$ cat config.mk
export PLATFORM = sky130hd
export DESIGN_NAME = axi_lite_sevenseg_flat
export DESIGN_NICKNAME = d
export VERILOG_FILES = /design/src/rtl/sevenseg_pkg.sv /design/src/rtl/axi_lite_sevenseg_if.sv /design/src/rtl/sevenseg_scan.sv /design/src/rtl/axi_lite_sevenseg.sv /design/src/flat_wrapper.sv
export SDC_FILE = /design/constraint.sdc
export NUM_CORES = 1
export LEC_CHECK = 0
export CAP_MARGIN = 20
export CELL_PAD_IN_SITES_DETAIL_PLACEMENT = 0
export CELL_PAD_IN_SITES_GLOBAL_PLACEMENT = 1
export CORE_MARGIN = 2
export CORE_UTILIZATION = 50
export CTS_CLUSTER_DIAMETER = 40
export DETAILED_ROUTE_END_ITERATION = 12
export GPL_TIMING_DRIVEN = 0
export PLACE_DENSITY = 0.84
export SLEW_MARGIN = 20
export SYNTH_ARGS = -nofsm -noshare
export SYNTH_HDL_FRONTEND = slang
export SYNTH_SLANG_ARGS = --single-unit
$ cat constraint.sdc
create_clock -name clk -period 4.15 [get_ports clk]
set_clock_uncertainty 0.15 [all_clocks]
set_input_delay 0.83 -clock clk [delete_from_list [all_inputs] [get_ports clk]]
set_output_delay 0.83 -clock clk [all_outputs]
set_load 0.01 [all_outputs]
$ cat src/rtl/sevenseg_pkg.sv
// sevenseg_pkg: register map, CTRL field positions, STATUS id and segment helpers
package sevenseg_pkg;

    localparam logic [2:0] OFF_CTRL   = 3'd0;
    localparam logic [2:0] OFF_DATA   = 3'd1;
    localparam logic [2:0] OFF_RAW_LO = 3'd2;
    localparam logic [2:0] OFF_RAW_HI = 3'd3;
    localparam logic [2:0] OFF_STATUS = 3'd4;

    localparam int CTRL_EN       = 0;
    localparam int CTRL_RAW      = 1;
    localparam int CTRL_MASK_LSB = 8;
    localparam int CTRL_DP_LSB   = 16;

    localparam logic [15:0] STATUS_ID   = 16'h5E61;
    localparam logic [1:0]  RESP_OKAY   = 2'b00;
    localparam logic [1:0]  RESP_SLVERR = 2'b10;

    typedef enum logic {WR_IDLE, WR_RESP} wr_state_t;
    typedef enum logic {RD_IDLE, RD_RESP} rd_state_t;

    // Slot length in clocks; short slots would leave no room after the blank window.
    function automatic int slot_len(input int clk_hz, input int refresh_hz);
        int s;
        s = clk_hz / (refresh_hz * 8);
        return (s < 16) ? 16 : s;
    endfunction

    // Active-high segments {g,f,e,d,c,b,a} for one hex nibble.
    function automatic logic [6:0] hex_to_seg(input logic [3:0] n);
        case (n)
            4'h0: return 7'h3F;
            4'h1: return 7'h06;
            4'h2: return 7'h5B;
            4'h3: return 7'h4F;
            4'h4: return 7'h66;
            4'h5: return 7'h6D;
            4'h6: return 7'h7D;
            4'h7: return 7'h07;
            4'h8: return 7'h7F;
            4'h9: return 7'h6F;
            4'hA: return 7'h77;
            4'hB: return 7'h7C;
            4'hC: return 7'h39;
            4'hD: return 7'h5E;
            4'hE: return 7'h79;
            default: return 7'h71;
        endcase
    endfunction

    // Merge a write beat into a register honouring byte enables.
    function automatic logic [31:0] apply_strb(input logic [31:0] old_v, input logic [31:0] new_v,
                                               input logic [3:0] strb);
        logic [31:0] r;
        for (int i = 0; i < 4; i++) r[i*8 +: 8] = strb[i] ? new_v[i*8 +: 8] : old_v[i*8 +: 8];
        return r;
    endfunction

endpackage

$ cat src/rtl/axi_lite_sevenseg_if.sv
// axi_lite_sevenseg_if: AXI4-Lite bus bundle between the PS master and the display slave
interface axi_lite_sevenseg_if;
    logic [31:0] awaddr;
    logic [2:0]  awprot;
    logic        awvalid;
    logic        awready;
    logic [31:0] wdata;
    logic [3:0]  wstrb;
    logic        wvalid;
    logic        wready;
    logic [1:0]  bresp;
    logic        bvalid;
    logic        bready;
    logic [31:0] araddr;
    logic [2:0]  arprot;
    logic        arvalid;
    logic        arready;
    logic [31:0] rdata;
    logic [1:0]  rresp;
    logic        rvalid;
    logic        rready;

    modport slave (
        input  awaddr, awprot, awvalid, wdata, wstrb, wvalid, bready, araddr, arprot, arvalid, rready,
        output awready, wready, bresp, bvalid, arready, rdata, rresp, rvalid
    );

    modport master (
        output awaddr, awprot, awvalid, wdata, wstrb, wvalid, bready, araddr, arprot, arvalid, rready,
        input  awready, wready, bresp, bvalid, arready, rdata, rresp, rvalid
    );
endinterface

$ cat src/rtl/sevenseg_scan.sv
// sevenseg_scan: slot prescaler and digit counter for the multiplexed display
module sevenseg_scan
    import sevenseg_pkg::*;
#(
    parameter int CLK_FREQ_HZ  = 100000000,
    parameter int REFRESH_HZ   = 1000,
    parameter int BLANK_CYCLES = 64
) (
    input  logic       clk,
    input  logic       resetn,
    output logic [2:0] o_digit,
    output logic       o_blank,
    output logic       o_frame_wrap
);
    localparam int SLOT = slot_len(CLK_FREQ_HZ, REFRESH_HZ);
    localparam int PW   = $clog2(SLOT);

    logic [PW-1:0] r_presc;
    logic [2:0]    r_digit;
    logic          w_slot_end;

    assign w_slot_end   = r_presc == PW'(SLOT - 1);
    assign o_digit      = r_digit;
    assign o_blank      = r_presc < PW'(BLANK_CYCLES);
    assign o_frame_wrap = w_slot_end && (r_digit == 3'd7);

    // Count cycles within a slot and step to the next digit on wrap (7 rolls to 0).
    always_ff @(posedge clk or negedge resetn) begin
        if (!resetn) begin
            r_presc <= '0;
            r_digit <= '0;
        end else begin
            r_presc <= w_slot_end ? '0 : r_presc + 1'b1;
            if (w_slot_end) r_digit <= r_digit + 3'd1;
        end
    end
endmodule

$ cat src/rtl/axi_lite_sevenseg.sv
// axi_lite_sevenseg: AXI4-Lite register block driving an 8-digit multiplexed seven-segment display
module axi_lite_sevenseg
    import sevenseg_pkg::*;
#(
    parameter int CLK_FREQ_HZ  = 100000000,
    parameter int REFRESH_HZ   = 1000,
    parameter int BLANK_CYCLES = 64
) (
    input  logic                    clk,
    input  logic                    resetn,
    axi_lite_sevenseg_if.slave      s_axi,
    output logic [6:0]              seg_n,
    output logic                    dp_n,
    output logic [7:0]              an_n
);
    logic        r_init;
    wr_state_t   r_wr_state, w_wr_next;
    rd_state_t   r_rd_state, w_rd_next;
    logic        r_aw_held, r_w_held;
    logic [2:0]  r_aw_off;
    logic [31:0] r_wdata;
    logic [3:0]  r_wstrb;
    logic [1:0]  r_bresp, r_rresp;
    logic [31:0] r_rdata;
    logic [31:0] r_ctrl, r_data, r_raw_lo, r_raw_hi;
    logic [31:0] w_ctrl_nxt, w_data_nxt, w_raw_lo_nxt, w_raw_hi_nxt;
    logic [31:0] r_sh_ctrl, r_sh_data;
    logic [63:0] r_sh_raw;
    logic [6:0]  r_seg_n;
    logic        r_dp_n;
    logic [7:0]  r_an_n;
    logic        w_aw_hs, w_w_hs, w_ar_hs, w_commit, w_wr_err;
    logic [2:0]  w_rd_off, w_digit;
    logic [31:0] w_rd_data;
    logic [1:0]  w_rd_resp;
    logic        w_blank, w_frame_wrap, w_on, w_dp;
    logic [7:0]  w_raw_byte;
    logic [3:0]  w_nib;
    logic [6:0]  w_seg;
    logic        w_unused;

    sevenseg_scan #(
        .CLK_FREQ_HZ (CLK_FREQ_HZ),
        .REFRESH_HZ  (REFRESH_HZ),
        .BLANK_CYCLES(BLANK_CYCLES)
    ) u_scan (
        .clk         (clk),
        .resetn      (resetn),
        .o_digit     (w_digit),
        .o_blank     (w_blank),
        .o_frame_wrap(w_frame_wrap)
    );

    assign s_axi.awready = r_init && (r_wr_state == WR_IDLE) && !r_aw_held;
    assign s_axi.wready  = r_init && (r_wr_state == WR_IDLE) && !r_w_held;
    assign s_axi.bvalid  = r_wr_state == WR_RESP;
    assign s_axi.bresp   = r_bresp;
    assign s_axi.arready = r_init && (r_rd_state == RD_IDLE);
    assign s_axi.rvalid  = r_rd_state == RD_RESP;
    assign s_axi.rdata   = r_rdata;
    assign s_axi.rresp   = r_rresp;
    assign seg_n = r_seg_n;
    assign dp_n  = r_dp_n;
    assign an_n  = r_an_n;

    assign w_aw_hs  = s_axi.awvalid && s_axi.awready;
    assign w_w_hs   = s_axi.wvalid && s_axi.wready;
    assign w_ar_hs  = s_axi.arvalid && s_axi.arready;
    assign w_commit = (r_wr_state == WR_IDLE) && r_aw_held && r_w_held;
    assign w_wr_err = r_aw_off[2];
    assign w_rd_off = s_axi.araddr[4:2];

    assign w_unused = &{1'b0, s_axi.awaddr[31:5], s_axi.awaddr[1:0], s_axi.araddr[31:5],
                        s_axi.araddr[1:0], s_axi.awprot, s_axi.arprot, r_sh_ctrl[31:24], r_sh_ctrl[7:2]};

    // Bus FSM next state plus the post-write register image, which reads also see.
    always_comb begin
        w_wr_next    = w_commit ? WR_RESP : (r_wr_state == WR_RESP && s_axi.bready) ? WR_IDLE : r_wr_state;
        w_rd_next    = w_ar_hs ? RD_RESP : (r_rd_state == RD_RESP && s_axi.rready) ? RD_IDLE : r_rd_state;
        w_ctrl_nxt   = (w_commit && r_aw_off == OFF_CTRL) ? apply_strb(r_ctrl, r_wdata, r_wstrb) : r_ctrl;
        w_data_nxt   = (w_commit && r_aw_off == OFF_DATA) ? apply_strb(r_data, r_wdata, r_wstrb) : r_data;
        w_raw_lo_nxt = (w_commit && r_aw_off == OFF_RAW_LO) ? apply_strb(r_raw_lo, r_wdata, r_wstrb) : r_raw_lo;
        w_raw_hi_nxt = (w_commit && r_aw_off == OFF_RAW_HI) ? apply_strb(r_raw_hi, r_wdata, r_wstrb) : r_raw_hi;
        w_rd_data    = (w_rd_off == OFF_CTRL)   ? w_ctrl_nxt :
                       (w_rd_off == OFF_DATA)   ? w_data_nxt :
                       (w_rd_off == OFF_RAW_LO) ? w_raw_lo_nxt :
                       (w_rd_off == OFF_RAW_HI) ? w_raw_hi_nxt :
                       (w_rd_off == OFF_STATUS) ? {STATUS_ID, 13'd0, w_digit} : 32'd0;
        w_rd_resp    = (w_rd_off[2] && w_rd_off != OFF_STATUS) ? RESP_SLVERR : RESP_OKAY;
    end

    // Hold the ready lines low until the first clock after reset release; advance bus FSMs.
    always_ff @(posedge clk or negedge resetn) begin
        if (!resetn) begin
            r_init     <= 1'b0;
            r_wr_state <= WR_IDLE;
            r_rd_state <= RD_IDLE;
        end else begin
            r_init     <= 1'b1;
            r_wr_state <= w_wr_next;
            r_rd_state <= w_rd_next;
        end
    end

    // Capture AW and W beats independently; commit them together one cycle after both are held.
    always_ff @(posedge clk or negedge resetn) begin
        if (!resetn) begin
            r_aw_held <= 1'b0;
            r_w_held  <= 1'b0;
            r_aw_off  <= '0;
            r_wdata   <= '0;
            r_wstrb   <= '0;
            r_bresp   <= RESP_OKAY;
            r_ctrl    <= '0;
            r_data    <= '0;
            r_raw_lo  <= '0;
            r_raw_hi  <= '0;
        end else begin
            if (w_aw_hs) begin
                r_aw_held <= 1'b1;
                r_aw_off  <= s_axi.awaddr[4:2];
            end else if (w_commit) begin
                r_aw_held <= 1'b0;
            end
            if (w_w_hs) begin
                r_w_held <= 1'b1;
                r_wdata  <= s_axi.wdata;
                r_wstrb  <= s_axi.wstrb;
            end else if (w_commit) begin
                r_w_held <= 1'b0;
            end
            if (w_commit) r_bresp <= w_wr_err ? RESP_SLVERR : RESP_OKAY;
            r_ctrl   <= w_ctrl_nxt;
            r_data   <= w_data_nxt;
            r_raw_lo <= w_raw_lo_nxt;
            r_raw_hi <= w_raw_hi_nxt;
        end
    end

    // Register read data and response at address acceptance.
    always_ff @(posedge clk or negedge resetn) begin
        if (!resetn) begin
            r_rdata <= '0;
            r_rresp <= RESP_OKAY;
        end else if (w_ar_hs) begin
            r_rdata <= w_rd_data;
            r_rresp <= w_rd_resp;
        end
    end

    // Snapshot the display registers only at frame wrap so a frame never shows mixed data.
    always_ff @(posedge clk or negedge resetn) begin
        if (!resetn) begin
            r_sh_ctrl <= '0;
            r_sh_data <= '0;
            r_sh_raw  <= '0;
        end else if (w_frame_wrap) begin
            r_sh_ctrl <= r_ctrl;
            r_sh_data <= r_data;
            r_sh_raw  <= {r_raw_hi, r_raw_lo};
        end
    end

    // Select the lit pattern for the current digit; blank window or masked digit forces all off.
    always_comb begin
        w_on       = !w_blank && r_sh_ctrl[CTRL_EN] && r_sh_ctrl[CTRL_MASK_LSB + 32'(w_digit)];
        w_raw_byte = r_sh_raw[{w_digit, 3'b000} +: 8];
        w_nib      = r_sh_data[{w_digit, 2'b00} +: 4];
        w_seg      = r_sh_ctrl[CTRL_RAW] ? w_raw_byte[6:0] : hex_to_seg(w_nib);
        w_dp       = r_sh_ctrl[CTRL_RAW] ? w_raw_byte[7] : r_sh_ctrl[CTRL_DP_LSB + 32'(w_digit)];
    end

    // Register the pin drivers; reset blanks the display immediately.
    always_ff @(posedge clk or negedge resetn) begin
        if (!resetn) begin
            r_an_n  <= 8'hFF;
            r_seg_n <= 7'h7F;
            r_dp_n  <= 1'b1;
        end else begin
            r_an_n  <= w_on ? ~(8'd1 << w_digit) : 8'hFF;
            r_seg_n <= w_on ? ~w_seg : 7'h7F;
            r_dp_n  <= w_on ? ~w_dp : 1'b1;
        end
    end
endmodule

$ cat src/flat_wrapper.sv
// flat-port wrapper written by rule: the top's interface ports become plain ports
module axi_lite_sevenseg_flat import sevenseg_pkg::*;
#(
    parameter int CLK_FREQ_HZ  = 100000000,
    parameter int REFRESH_HZ   = 1000,
    parameter int BLANK_CYCLES = 64
)
  (clk, resetn, seg_n, dp_n, an_n, s_axi_awaddr, s_axi_awprot, s_axi_awvalid, s_axi_wdata, s_axi_wstrb, s_axi_wvalid, s_axi_bready, s_axi_araddr, s_axi_arprot, s_axi_arvalid, s_axi_rready, s_axi_awready, s_axi_wready, s_axi_bresp, s_axi_bvalid, s_axi_arready, s_axi_rdata, s_axi_rresp, s_axi_rvalid);
  axi_lite_sevenseg_if s_axi_i ();
  input  logic clk;
  input  logic resetn;
  output logic [6:0] seg_n;
  output logic dp_n;
  output logic [7:0] an_n;
  input wire logic [$bits(s_axi_i.awaddr)-1:0] s_axi_awaddr;
  input wire logic [$bits(s_axi_i.awprot)-1:0] s_axi_awprot;
  input wire logic [$bits(s_axi_i.awvalid)-1:0] s_axi_awvalid;
  input wire logic [$bits(s_axi_i.wdata)-1:0] s_axi_wdata;
  input wire logic [$bits(s_axi_i.wstrb)-1:0] s_axi_wstrb;
  input wire logic [$bits(s_axi_i.wvalid)-1:0] s_axi_wvalid;
  input wire logic [$bits(s_axi_i.bready)-1:0] s_axi_bready;
  input wire logic [$bits(s_axi_i.araddr)-1:0] s_axi_araddr;
  input wire logic [$bits(s_axi_i.arprot)-1:0] s_axi_arprot;
  input wire logic [$bits(s_axi_i.arvalid)-1:0] s_axi_arvalid;
  input wire logic [$bits(s_axi_i.rready)-1:0] s_axi_rready;
  output wire logic [$bits(s_axi_i.awready)-1:0] s_axi_awready;
  output wire logic [$bits(s_axi_i.wready)-1:0] s_axi_wready;
  output wire logic [$bits(s_axi_i.bresp)-1:0] s_axi_bresp;
  output wire logic [$bits(s_axi_i.bvalid)-1:0] s_axi_bvalid;
  output wire logic [$bits(s_axi_i.arready)-1:0] s_axi_arready;
  output wire logic [$bits(s_axi_i.rdata)-1:0] s_axi_rdata;
  output wire logic [$bits(s_axi_i.rresp)-1:0] s_axi_rresp;
  output wire logic [$bits(s_axi_i.rvalid)-1:0] s_axi_rvalid;
  assign s_axi_i.awaddr = s_axi_awaddr;
  assign s_axi_i.awprot = s_axi_awprot;
  assign s_axi_i.awvalid = s_axi_awvalid;
  assign s_axi_i.wdata = s_axi_wdata;
  assign s_axi_i.wstrb = s_axi_wstrb;
  assign s_axi_i.wvalid = s_axi_wvalid;
  assign s_axi_i.bready = s_axi_bready;
  assign s_axi_i.araddr = s_axi_araddr;
  assign s_axi_i.arprot = s_axi_arprot;
  assign s_axi_i.arvalid = s_axi_arvalid;
  assign s_axi_i.rready = s_axi_rready;
  assign s_axi_awready = s_axi_i.awready;
  assign s_axi_wready = s_axi_i.wready;
  assign s_axi_bresp = s_axi_i.bresp;
  assign s_axi_bvalid = s_axi_i.bvalid;
  assign s_axi_arready = s_axi_i.arready;
  assign s_axi_rdata = s_axi_i.rdata;
  assign s_axi_rresp = s_axi_i.rresp;
  assign s_axi_rvalid = s_axi_i.rvalid;
  axi_lite_sevenseg #(.CLK_FREQ_HZ(CLK_FREQ_HZ), .REFRESH_HZ(REFRESH_HZ), .BLANK_CYCLES(BLANK_CYCLES)) u_core (.clk(clk), .resetn(resetn), .s_axi(s_axi_i), .seg_n(seg_n), .dp_n(dp_n), .an_n(an_n));
endmodule
==> results.txt <==
Top cells by area, synth -> dfrtp_1, mux2_2, mux4_2
H-Tree Depth -> 2
Root Buffer -> clkbuf_16
Number of post-CTS setup repair buffers -> 0
Slew Limit Fails -> 0
Fillers -> 2382
Cts hold-fix bufs -> 0
Iteration-0 DRC Markers -> 924
Distinct cell type count after synthesis -> 65
Worst Tran Pin Value -> 1110 ps
Top-area cell type share of the netlist area -> 53.9%
# nets final -> 1442
Worst path arrival time -> 3730 ps
Num CTS Buffers -> 47
CTS tree -> yes
Crit path kind -> flip-flop to flip-flop
Worst setup EP type -> flip-flop
Reg2reg start -> u_core.u_scan.o_digit[1]
Rows -> 64
Endpoints failing hold -> 0
Worst hold path type -> input pin to async pin
Crit path launch type -> flip-flop
First-pass GRT wire length -> 64400 um
Largest area contributor in the synthesized netlist -> dfrtp_1
Layout cells sized above 1 -> 32.9%
Worst R2R Path Depth -> 8
Outcome -> complete, no violations
Power density cells -> 561 nW/um2
GR Overflow Total -> 0
CTS sink count -> 353
Die height -> 181 um
First drt pass iteration count -> 5
Most common cell after layout, fill and taps aside -> dfrtp_1
Syn Std Cell Area -> 15600 um2
Core area -> 30700 um2
Sequential area share after synthesis -> 56.6%
Pre-CTS setup slack -> 772 ps
Largest net degree at the start of global routing -> 86
Total number of vias -> 10400
Total power -> 10.6 mW
Antenna Nets Post-Route -> 0
Ports -> 170
Sw Share -> 29.5%
Vias in the first global route -> 10600
HPWL after DPL -> 30000 um
Post-synth ARST share -> 100%
DRT Wirelength -> 41300 um
Sequential power share -> 45.5%
CP required -> 4470 ps
Clock-pin slew of the registers on the worst-case setup and hold paths -> 60 ps
Number of flops mapped to enable cells by yosys -> 0
Peak Freq -> 293 MHz
Maximum vdd drop -> 0.415 mV
Synthesized flop and latch total -> 353
Gate power share -> 15.9%
Worst setup margin -> 738 ps
DR WL/cell -> 23.6 um
P_sw -> 3.13 mW
Reg-to-reg setup timing slack -> 740 ps
Rel. slew slack -> 25.1%
Dominant synthesized flop cell -> dfrtp_1
Clock Power Share -> 38.6%
Worst skew pair latency -> 560 ps
Die width -> 181 um
Post-route DRC -> 0
Worst-path maximum fanout -> 10
Post-Syn Instances -> 1160
Avg Inst Size Synth -> 13.5 um2
Final setup violation count -> 0
Period utilization -> 82.2%
RSZ-0062 raised after global routing -> false
Max-cap check violation count -> 0
Total track usage -> 25.7%
RR Endpoint -> u_core.seg_n[5]
Die area -> 32700 um2
Routability cong. -> 0.868
Leakage -> 8.67 nW
Int Pwr -> 7.46 mW
Effective utilization at floorplan -> 51.0%
Initial antenna violation count -> 2
Port Buffer Count -> 102
Max Root-Sink Buffers -> 3
Final min period -> 3410 ps
Most frequent cells in the layout -> dfrtp_1, mux2_2, nand2_1, clkdlybuf4s50_1, o21ai_0
P&R area growth vs syn -> 20.8%
Post_cts resized -> 0
Synth warn -> 0
Via density -> 5.97
[cells by family (layout without fill, tap and decap cells)]
| family | count (synthesis) | in the layout | share of synthesized area, % |
|---|---|---|---|
| AND/OR/NAND/NOR | 221 | 221 | 7.31 |
| AO/OA/AOI/OAI | 163 | 163 | 7.55 |
| multiplexers | 303 | 303 | 24.0 |
| flip-flops | 353 | 353 | 56.6 |
| buffers and inverters | 93 | 286 | 2.77 |
| XOR/XNOR | 12 | 12 | 0.672 |
| adder cells (fa/ha/maj) | 13 | 13 | 1.04 |
| other | 2 | 4 | 0.0480 |
[per-layer routing]
metal / vias up / routed length (um) / GRT usage, %
met5: - / 13 / 0
met4: 2 / 1280 / 8.74
met3: 77 / 3110 / 5.99
met2: 419 / 18900 / 39.5
met1: 5363 / 17900 / 36.3
li1: 4584 / - / -
[flip-flops by register name (all words and copies together) (netlist names), 14 cells and up]
signal,flops
u_core.r_wdata,32
u_core.r_raw_lo,32
u_core.r_sh_ctrl,18
u_core.r_data,32
u_core.s_axi.rdata,32
u_core.r_raw_hi,32
u_core.r_ctrl,32
u_core.r_sh_raw,64
u_core.u_scan.r_presc,14
u_core.r_sh_data,32
[power by group through the flow]
| stage | combinational (mW) | clock (mW) | sequential, mW |
|---|---|---|---|
| finish | 1.69 | 4.09 | 4.82 |
| global route | 1.84 | 4.29 | 4.91 |
| CTS | 1.69 | 4.13 | 4.80 |
| detailed placement | 1.68 | 0 | 4.86 |
| global placement | 1.62 | 0 | 4.84 |
| floorplan | 1.09 | 0 | 4.58 |
[area by class of cell]
class	instances	area, um2	area share, %
antenna	1	2.50	0.0133
buffer	66	332	1.76
clock buffer	56	1260	6.68
clock inverter	31	348	1.84
inverter	27	101	0.537
multi-input combinational	715	6350	33.6
sequential	353	8850	46.9
tap	396	495	2.62
timing repair buffer	106	1140	6.02
[worst max path at each step]
stage	start	endpoint	slack (ps)	cells after the start
floorplan	u_core.u_scan.o_digit[0]	u_core.seg_n[5]	1560	8
global placement	resetn	u_core.r_wdata[14]	-13110	1
detailed placement	u_core.u_scan.o_digit[1]	u_core.seg_n[5]	770	8
CTS	u_core.u_scan.o_digit[1]	u_core.seg_n[5]	750	8
global route	u_core.u_scan.o_digit[1]	u_core.seg_n[5]	590	8
finish	u_core.u_scan.o_digit[1]	u_core.seg_n[5]	740	8
[through the flow]
step	instance area [um2]	hold WS [ps]	TNS [ps]	util [%]	instances
finish	18900	56.8	0	61.6	1751
global route	18900	86.8	0	61.5	1750
CTS	18900	74.1	0	61.5	1750
detailed placement	17300	325	0	56.3	1663
global placement	17200	327	-4548160	55.9	1659
floorplan	15600	307	0	-	1161
[cell usage after synthesis (all sizes together) (3+ instances only)]
| cell type | number |
|---|---|
| dfrtp | 337 |
| mux2 | 269 |
| nand2 | 101 |
| o21ai | 65 |
| buf | 34 |
| clkbuf | 32 |
| nor2 | 31 |
| mux4 | 29 |
| o221ai | 25 |
| inv | 24 |
| nand3 | 20 |
| a221oi | 16 |
| dfstp | 16 |
| nand4 | 16 |
| ha | 13 |
| nor3 | 11 |
| a221o | 8 |
| nand2b | 8 |
| o22a | 8 |
| and4 | 7 |
| xnor2 | 7 |
| a31oi | 6 |
| nor2b | 6 |
| a21oi | 5 |
| and2 | 5 |
| mux2i | 5 |
| o2111a | 5 |
| o32ai | 5 |
| xor2 | 5 |
| nand4b | 4 |
| a21o | 3 |
| clkinv | 3 |
| nor4 | 3 |
| o221a | 3 |
| o311ai | 3 |
| or3 | 3 |
[worst max-delay path, cell delays in order (launching register included)]
cell	delay [ps]
dfrtp_1	570
buf_1	660
mux4_2	470
mux2i_1	510
inv_1	170
ha_1	290
nor2_1	120
a211oi_1	60
a311o_1	340
No activity file was read; power rests on OpenSTA's default activity.
